<file path="src/rtl/cache_way_ctrl_if.sv">
// Bundle of the CPU-side request, tag/data/valid/dirty array controls and
// memory handshake signals around the 4-way cache way controller.
interface cache_way_ctrl_if #(
    parameter int INDEX_W = 4
);
    // CPU request side
    logic               cpu_read;
    logic               cpu_write;
    logic [INDEX_W-1:0] set_idx;
    logic               cpu_resp;

    // Array lookups for the indexed set
    logic [3:0]         way_hit;
    logic [3:0]         way_valid;
    logic [3:0]         way_dirty;

    // Array write / mux controls
    logic [1:0]         way_sel;
    logic [3:0]         array_we;
    logic               valid_in;
    logic               dirty_in;
    logic               load_from_mem;
    logic               addr_sel;

    // Memory handshake
    logic               mem_read;
    logic               mem_write;
    logic               mem_resp;

    // Environment side: requester, arrays and memory
    modport master (
        output cpu_read, cpu_write, set_idx,
        output way_hit, way_valid, way_dirty,
        output mem_resp,
        input  cpu_resp, way_sel, array_we, valid_in, dirty_in,
        input  load_from_mem, addr_sel, mem_read, mem_write
    );

    // Controller side
    modport slave (
        input  cpu_read, cpu_write, set_idx,
        input  way_hit, way_valid, way_dirty,
        input  mem_resp,
        output cpu_resp, way_sel, array_we, valid_in, dirty_in,
        output load_from_mem, addr_sel, mem_read, mem_write
    );
endinterface

</file>
<file path="src/rtl/cache_way_ctrl.sv">
// Control FSM for a 4-way set-associative cache: hit/miss sequencing,
// active-way selection, per-set tree-PLRU victim choice and the
// writeback/allocate handshakes with memory.
module cache_way_ctrl #(
    parameter int INDEX_W = 4
) (
    input  logic               clk,
    input  logic               rst,
    cache_way_ctrl_if.slave    bus
);
    localparam int SETS = 2 ** INDEX_W;

    typedef enum logic [1:0] {
        IDLE,
        COMPARE,
        WRITEBACK,
        ALLOCATE
    } state_t;

    state_t     state_q, state_d;
    logic [1:0] victim_q, victim_d;
    logic [2:0] plru_q [SETS];

    logic [2:0] plru_cur;
    logic [2:0] plru_next;
    logic       plru_upd;
    logic [1:0] hit_way;
    logic [1:0] miss_victim;

    logic       cpu_resp;
    logic [1:0] way_sel;
    logic [3:0] array_we;
    logic       valid_in;
    logic       dirty_in;
    logic       load_from_mem;
    logic       addr_sel;
    logic       mem_read;
    logic       mem_write;

    // Way selection: lowest hitting way, and the miss victim (lowest invalid
    // way first, otherwise the tree-PLRU choice for the indexed set).
    always_comb begin
        // NOTE: every variable gets a value before any branch, so no path
        // through the block leaves one unassigned and no latch is inferred.
        plru_cur    = plru_q[bus.set_idx];
        hit_way     = 2'd0;
        miss_victim = {plru_cur[0], plru_cur[0] ? plru_cur[2] : plru_cur[1]};
        // Descending scan so the lowest index wins.
        for (int i = 3; i >= 0; i--) begin
            if (bus.way_hit[i]) begin
                hit_way = 2'(i);
            end
            if (!bus.way_valid[i]) begin
                miss_victim = 2'(i);
            end
        end
        // Tree update for an access to hit_way: point both levels away from it.
        plru_next    = plru_cur;
        plru_next[0] = ~hit_way[1];
        if (!hit_way[1]) begin
            plru_next[1] = ~hit_way[0];
        end else begin
            plru_next[2] = ~hit_way[0];
        end
    end

    // Next-state and output decode; every output defaults to 0.
    always_comb begin
        state_d       = state_q;
        victim_d      = victim_q;
        plru_upd      = 1'b0;
        cpu_resp      = 1'b0;
        way_sel       = 2'd0;
        array_we      = 4'b0000;
        valid_in      = 1'b0;
        dirty_in      = 1'b0;
        load_from_mem = 1'b0;
        addr_sel      = 1'b0;
        mem_read      = 1'b0;
        mem_write     = 1'b0;

        unique case (state_q)
            IDLE: begin
                if (bus.cpu_read || bus.cpu_write) begin
                    state_d = COMPARE;
                end
            end

            COMPARE: begin
                if (|bus.way_hit) begin
                    way_sel  = hit_way;
                    cpu_resp = 1'b1;
                    plru_upd = 1'b1;
                    // A write wins when both request lines are up.
                    if (bus.cpu_write) begin
                        array_we = 4'b0001 << hit_way;
                        valid_in = 1'b1;
                        dirty_in = 1'b1;
                    end
                    state_d = IDLE;
                end else begin
                    victim_d = miss_victim;
                    if (bus.way_valid[miss_victim] && bus.way_dirty[miss_victim]) begin
                        state_d = WRITEBACK;
                    end else begin
                        state_d = ALLOCATE;
                    end
                end
            end

            WRITEBACK: begin
                way_sel   = victim_q;
                addr_sel  = 1'b1;
                mem_write = 1'b1;
                if (bus.mem_resp) begin
                    state_d = ALLOCATE;
                end
            end

            ALLOCATE: begin
                way_sel       = victim_q;
                load_from_mem = 1'b1;
                mem_read      = 1'b1;
                // Fill lands with the burst; the re-compare then hits.
                if (bus.mem_resp) begin
                    array_we = 4'b0001 << victim_q;
                    valid_in = 1'b1;
                    state_d  = COMPARE;
                end
            end

            default: begin
                state_d = IDLE;
            end
        endcase
    end

    // State and victim registers; reset forces IDLE so every output drops at once.
    always_ff @(posedge clk or posedge rst) begin
        // NOTE: clocked state uses non-blocking assignments so all registers
        // update together from pre-edge values, independent of block order.
        if (rst) begin
            state_q  <= IDLE;
            victim_q <= 2'd0;
        end else begin
            state_q  <= state_d;
            victim_q <= victim_d;
        end
    end

    // Per-set PLRU bits, updated only by hits in COMPARE.
    always_ff @(posedge clk or posedge rst) begin
        // NOTE: the PLRU table is a small flop array, not RAM, so it can and
        // must be cleared by reset; replacement order restarts from way 0.
        if (rst) begin
            for (int s = 0; s < SETS; s++) begin
                plru_q[s] <= 3'b000;
            end
        end else if (plru_upd) begin
            plru_q[bus.set_idx] <= plru_next;
        end
    end

    assign bus.cpu_resp      = cpu_resp;
    assign bus.way_sel       = way_sel;
    assign bus.array_we      = array_we;
    assign bus.valid_in      = valid_in;
    assign bus.dirty_in      = dirty_in;
    assign bus.load_from_mem = load_from_mem;
    assign bus.addr_sel      = addr_sel;
    assign bus.mem_read      = mem_read;
    assign bus.mem_write     = mem_write;

endmodule
</file>
<file path="src/flat_wrapper.sv">
// flat-port wrapper written by rule: the top's interface ports become plain ports
module cache_way_ctrl_flat 
#(
    parameter int INDEX_W = 4
)
  (clk, rst, bus_cpu_read, bus_cpu_write, bus_set_idx, bus_way_hit, bus_way_valid, bus_way_dirty, bus_mem_resp, bus_cpu_resp, bus_way_sel, bus_array_we, bus_valid_in, bus_dirty_in, bus_load_from_mem, bus_addr_sel, bus_mem_read, bus_mem_write);
  cache_way_ctrl_if #(.INDEX_W(INDEX_W)) bus_i ();
  input  logic clk;
  input  logic rst;
  input wire logic [$bits(bus_i.cpu_read)-1:0] bus_cpu_read;
  input wire logic [$bits(bus_i.cpu_write)-1:0] bus_cpu_write;
  input wire logic [$bits(bus_i.set_idx)-1:0] bus_set_idx;
  input wire logic [$bits(bus_i.way_hit)-1:0] bus_way_hit;
  input wire logic [$bits(bus_i.way_valid)-1:0] bus_way_valid;
  input wire logic [$bits(bus_i.way_dirty)-1:0] bus_way_dirty;
  input wire logic [$bits(bus_i.mem_resp)-1:0] bus_mem_resp;
  output wire logic [$bits(bus_i.cpu_resp)-1:0] bus_cpu_resp;
  output wire logic [$bits(bus_i.way_sel)-1:0] bus_way_sel;
  output wire logic [$bits(bus_i.array_we)-1:0] bus_array_we;
  output wire logic [$bits(bus_i.valid_in)-1:0] bus_valid_in;
  output wire logic [$bits(bus_i.dirty_in)-1:0] bus_dirty_in;
  output wire logic [$bits(bus_i.load_from_mem)-1:0] bus_load_from_mem;
  output wire logic [$bits(bus_i.addr_sel)-1:0] bus_addr_sel;
  output wire logic [$bits(bus_i.mem_read)-1:0] bus_mem_read;
  output wire logic [$bits(bus_i.mem_write)-1:0] bus_mem_write;
  assign bus_i.cpu_read = bus_cpu_read;
  assign bus_i.cpu_write = bus_cpu_write;
  assign bus_i.set_idx = bus_set_idx;
  assign bus_i.way_hit = bus_way_hit;
  assign bus_i.way_valid = bus_way_valid;
  assign bus_i.way_dirty = bus_way_dirty;
  assign bus_i.mem_resp = bus_mem_resp;
  assign bus_cpu_resp = bus_i.cpu_resp;
  assign bus_way_sel = bus_i.way_sel;
  assign bus_array_we = bus_i.array_we;
  assign bus_valid_in = bus_i.valid_in;
  assign bus_dirty_in = bus_i.dirty_in;
  assign bus_load_from_mem = bus_i.load_from_mem;
  assign bus_addr_sel = bus_i.addr_sel;
  assign bus_mem_read = bus_i.mem_read;
  assign bus_mem_write = bus_i.mem_write;
  cache_way_ctrl #(.INDEX_W(INDEX_W)) u_core (.clk(clk), .rst(rst), .bus(bus_i));
endmodule
</file>
<file path="config.mk">
export PLATFORM = sky130hd
export DESIGN_NAME = cache_way_ctrl_flat
export DESIGN_NICKNAME = d
export VERILOG_FILES = /design/src/rtl/cache_way_ctrl_if.sv /design/src/rtl/cache_way_ctrl.sv /design/src/flat_wrapper.sv
export SDC_FILE = /design/constraint.sdc
export NUM_CORES = 1
export LEC_CHECK = 0
export CAP_MARGIN = 20
export CORE_UTILIZATION = 39
export DETAILED_ROUTE_END_ITERATION = 10
export SETUP_SLACK_MARGIN = 0.5
export SLEW_MARGIN = 20
export SYNTH_ARGS = -nofsm -noshare
export SYNTH_HDL_FRONTEND = slang
export SYNTH_SLANG_ARGS = --single-unit
export TNS_END_PERCENT = 10
</file>
<file path="constraint.sdc">
create_clock -name clk -period 2.1 [get_ports clk]
set_input_delay 0.315 -clock clk [delete_from_list [all_inputs] [get_ports clk]]
set_output_delay 0.315 -clock clk [all_outputs]
set_load 0.03 [all_outputs]
</file>
After elaboration in Yosys (flattened, before gate mapping)
Index checks and enable logic that the tools add are counted.
- multipliers: 0
- muxes and demuxes: 42
- divide/modulo/power cells: 0
- $add $sub $neg: 0
- reduce and logical (&&, ||, !) cells: 8
- shift operators: 2
- bitwise logic cells: 4
- $lt $le $gt $ge: 3
- equality and inequality tests: 6
- operators with widths (kind ; count):
    $bwmux 48 ; 1
    $mux 2 ; 13
    $mux 1 ; 14
    $bmux 3 s4 ; 1
    $demux 3 s4 ; 1
    $mux 4 ; 3
    $mux 3 ; 3
    $pmux 2 s4 ; 1
    $pmux 4 s2 ; 1
    $shl 1x2->4 const A ; 2
    $ge 5x5->1 const B ; 1
    $lt 5x1->1 const B ; 1
    $not 4->5 ; 1
    $bmux 1 s2 ; 2
    $eq 2x2->1 const B ; 2
    $ne 2x2->1 const B ; 2
    $pmux 2 s2 ; 1
    $reduce_or 4->1 ; 1
    $lt 2x3->1 const B ; 1
    $not 1->1 ; 3
    $reduce_and 3->1 ; 1
    $eq 2x1->1 const B ; 1
    $logic_and 1x1->1 ; 2
    $logic_not 2->1 ; 1
    5 further kinds ; 5
- flip-flop bits (word level): 52
- latch bits: 0
- bits of input ports: 21
- bits in writable memories: 0
- bits in read-only memories: 0
- word-level logic and storage cells: 83
- memories: 0

Depth between registers and ports, before layout
- depth in word-level cells: 15
- mapped depth: 8
- gate-level depth less buffers: 8

Worst setup path after synthesis
No wires, ideal clock.
- path type: reg-to-reg
- start: register u_core.state_q[1]
- end: register u_core.plru_q[46] (netlist name)
- arrival: 2.554 ns
- library setup time: 0.125 ns
- slack: -0.579 ns
- data required time: 1.975 ns
- cell stages (with the launch flop): 8
- clock period less this slack: 2.679 ns
- path through: dfrtp_1 > inv_1 > ha_1 > clkbuf_1 > nor2b_1 > or3b_2 > nor3_2 > mux2_2
- cells in the longest elaborated chain, start to end: 2
- ends and longest elaborated chain (what ; RTL line ; text):
    start, declared ; cache_way_ctrl.sv:20 ; state_t state_q, state_d;
    start signal, assigned ; cache_way_ctrl.sv:146 ; state_q <= state_d;
    $eq 2x1->1 ; -- ;
    $mux 1 ; -- ;
    net bus_cpu_resp ; flat_wrapper.sv:17 ; output wire logic [$bits(bus_i.cpu_resp)-1:0] bus_cpu_resp;
    end signal, assigned by index ; cache_way_ctrl.sv:160 ; plru_q[bus.set_idx] <= plru_next;
    end, declared ; cache_way_ctrl.sv:22 ; logic [2:0] plru_q [SETS];
The timed path passes the listed nets, and every way through them passes these cells.
A chain may end at the register's enable or synchronous reset.

Final worst setup path
- start: register u_core.state_q[0]
- end: register u_core.plru_q[47] (netlist name)
- cells in the longest elaborated chain, start to end: 2
- ends and longest elaborated chain (what ; RTL line ; text):
    $eq 2x1->1 ; cache_way_ctrl.sv:82 ; unique case (state_q)
    $mux 1 ; cache_way_ctrl.sv:82 ;
Every way passes these cells.

==> impl_metrics.csv <==
group,metric,value,unit
layout,final_cell_mix,"buf_4, dfrtp_1, mux2_2",
logic_synthesis,syn-cell-area,0.00286,sq mm
timing,max_freq,486,MHz
place,place_worst_setup_slack,-0.612,ns
logic_synthesis,synth_edf_count,0,
drt,drtAntennaViolNets,0,
timing,period_share,98.0,%
layout,final_common_cell,"buf_4",
timing,fin_crit,2.06,ns
power_and_ir_drop,powerDensity,1030,mW/mm^2
logic_synthesis,yosysSeqAreaShare,45.5,%
layout,fin_cells,443,
floorplanning,die-width,87.7,um
timing,tightest_slew,0.425,ns
critical_path,path_max_fanout,5,
logic_synthesis,synth_ff_type,"dfrtp_1",
logic_synthesis,ys.warnings.count,0,
cts,clk_pin_slew,0.10,ns
logic_synthesis,synth_cell_types,46,
timing,final.setup.worst_slack,0.0415,ns
drt,wl_per_cell,16.5,um
layout,layout-drive-gt1-share,47.6,%
global_routing,grt_usage,19.6,%
logic_synthesis,synth_fp_nets,284,
global_routing,grt_max_degree,37,
cts,cts_root_buf,"clkbuf_8",
drt,viasPerCell,5.20,
critical_path,path_cells,"buf_6, ha_4, nor2b_4, or3b_4, nor3_4, mux2_4",
logic_synthesis,synth.area.top_cells,"dfrtp_1, mux2_2, mux4_1",
timing,holdWs,0.297,ns
critical_path,slowest_stage,"or3b_4",
critical_path,worstPathArrival,2.26,ns
place,io_buffers,33,
global_routing,grt_pass1_vias,2253,
place,dp_hpwl,5.30,mm
timing,fin_skew,0.00657,ns
logic_synthesis,async_flop_share,100,%
timing,tns,0,ns
global_routing,grt_pass1_wl,11.3,mm
timing,relSlewSlack,71.6,%
global_routing,grt.overflow.total,0,
power_and_ir_drop,leakage,1.85,nW
run,cap_violations,0,
run_status,status,"completed",
timing,hold_violations,0,
logic_synthesis,synthCells,258,
cts,cts_buffers,5,
layout,syn_to_final_growth,45.3,%
timing,rsz0062_at_grt,"yes",
floorplanning,core_area,0.00694,sq mm
critical_path,critPathLaunchType,"register",
layout,fin_area,0.00416,sq mm
critical_path,end_kind,"register",
floorplanning,io-pin-count,34,
drt,drc,0,
floorplanning,fp.dieH,87.7,um
global_routing,antenna_found_initial,0,
floorplanning,start_util,41.2,%
place,post-place-cells,430,
layout,nNetsFinal,372,
logic_synthesis,synth_top_area_cell,"dfrtp_1",
logic_synthesis,synth-seq-cells,52,
layout,fin_util,59.9,%
drt,drt-total-wl,7.32,mm
critical_path,crit_type,"reg -> reg",
floorplanning,die_area,0.00768,sq mm
power_and_ir_drop,irDropWorstVdd,0.540,mV
cts,clk_latency,0.31,ns
place,place_congestion,0.817,
place,dpl_cell_area,0.00374,sq mm
layout,antenna_cells,0,
timing,drv_slew,0,
power_and_ir_drop,finalPower,4.29,mW
cts,cts_tree,"done",
critical_path,required,2.30,ns
critical_path,max_stage_delay,0.45,ns
logic_synthesis,avgSynthCellArea,11.1,sq um
timing,setup_viol,0,
cts,cts_hold_buf,0,
floorplanning,num_rows,30,
drt,dr_total_vias,2304,
logic_synthesis,yosys.area.top_type_share,45.5,%
cts,cts_sinks,52,
drt,drtIter0Drc,85,
drt,drt_pre_antenna_iters,4,
cts,clock_tree.buffer_depth,2,
hold_path,hp-class,"in -> async",
cts,h-tree-depth,2,
-- per-layer routing --
| layer | part of all wire (%) | track usage, % | routed length, um | vias to the layer above |
|---|---|---|---|---|
| li1 | - | - | - | 1110 |
| met1 | 43 | 26.2 | 3170 | 1126 |
| met2 | 50 | 33.0 | 3650 | 59 |
| met3 | 5.6 | 3.30 | 412 | 9 |
| met4 | 1.3 | 5.51 | 93 | 0 |
| met5 | 0 | 0 | 0 | - |
-- logic make-up after synthesis --
logic type | after synthesis | share of synthesized area, %
AO/OA/AOI/OAI | 45 | 9.97
adder cells (fa/ha/maj) | 5 | 2.19
buffers and inverters | 20 | 3.41
flip-flops | 52 | 45.5
multiplexers | 50 | 23.9
AND/OR/NAND/NOR | 86 | 15.0
-- cells in the mapped netlist, types with 2 or more instances --
master     n
nand4_1    2
a21oi_1   16
mux4_2     5
o31ai_1    3
nor2_1    32
dfrtp_1   52
o21a_1     2
mux2_2    32
inv_1      7
buf_2      3
nand2_1   17
nor2b_1    5
mux2i_1    8
nand3_1    5
buf_4      3
mux4_1     5
a22oi_1    2
a31oi_1    2
o21ai_0   11
ha_1       5
and3_1     2
nand3b_1   5
nor4_1     2
nor3_1     4
nand2b_1   3
clkbuf_1   5
-- report_power, final --
part           switching [mW]  leakage (nW)  total [mW]  internal (mW)
registers               0.328         0.627        1.80           1.48
clock network           0.335        0.0558       0.695          0.360
logic                   0.764          1.17        1.79           1.03
total                    1.43          1.85        4.29           2.87
-- timing repair --
item                       CTS  global route
setup endpoints to repair   64            65
pin swaps                    4            25
setup buffers                1             3
gates resized for setup     24            89
cloned                       0             1
-- critical path: cells and delay by family, from the launching register on --
kind                       cells  cell delay, ns
DFF                            1            0.43
adders and majority gates      1            0.15
and+or+nand+nor                3            0.92
buffers and inverters          1            0.12
muxes                          1            0.33
-- layout make-up --
cell class,count,area [sq um]
Clock inverter,2,38.8
Fill cell,592,2790
Inverter,7,31.3
Timing Repair Buffer,94,838
Sequential cell,52,1300
Clock buffer,6,72.6
Multi-Input combinational cell,186,1750
Tap cell,96,120
-- state kept, by name (all words and copies together), names as in the netlist --
register / flops
u_core.state_q: 2
u_core.plru_q: 48
u_core.victim_q: 2
-- worst paths after layout --
kind | start | end | slack, ns | cells past startpoint
setup / recovery | u_core.state_q[0] | u_core.plru_q[47] | 0.04 | 6
hold / removal | rst | u_core.plru_q[14] | 0.30 | 2
setup reg to reg | u_core.state_q[0] | u_core.plru_q[47] | 0.04 | 6
hold reg to reg | u_core.plru_q[0] | u_core.plru_q[0] | 0.51 | 2
max in group asynchronous | rst | u_core.state_q[0] | 1.26 | 3
min in group clk | u_core.plru_q[0] | u_core.plru_q[0] | 0.51 | 2
No activity file was read; power rests on OpenSTA's default activity.
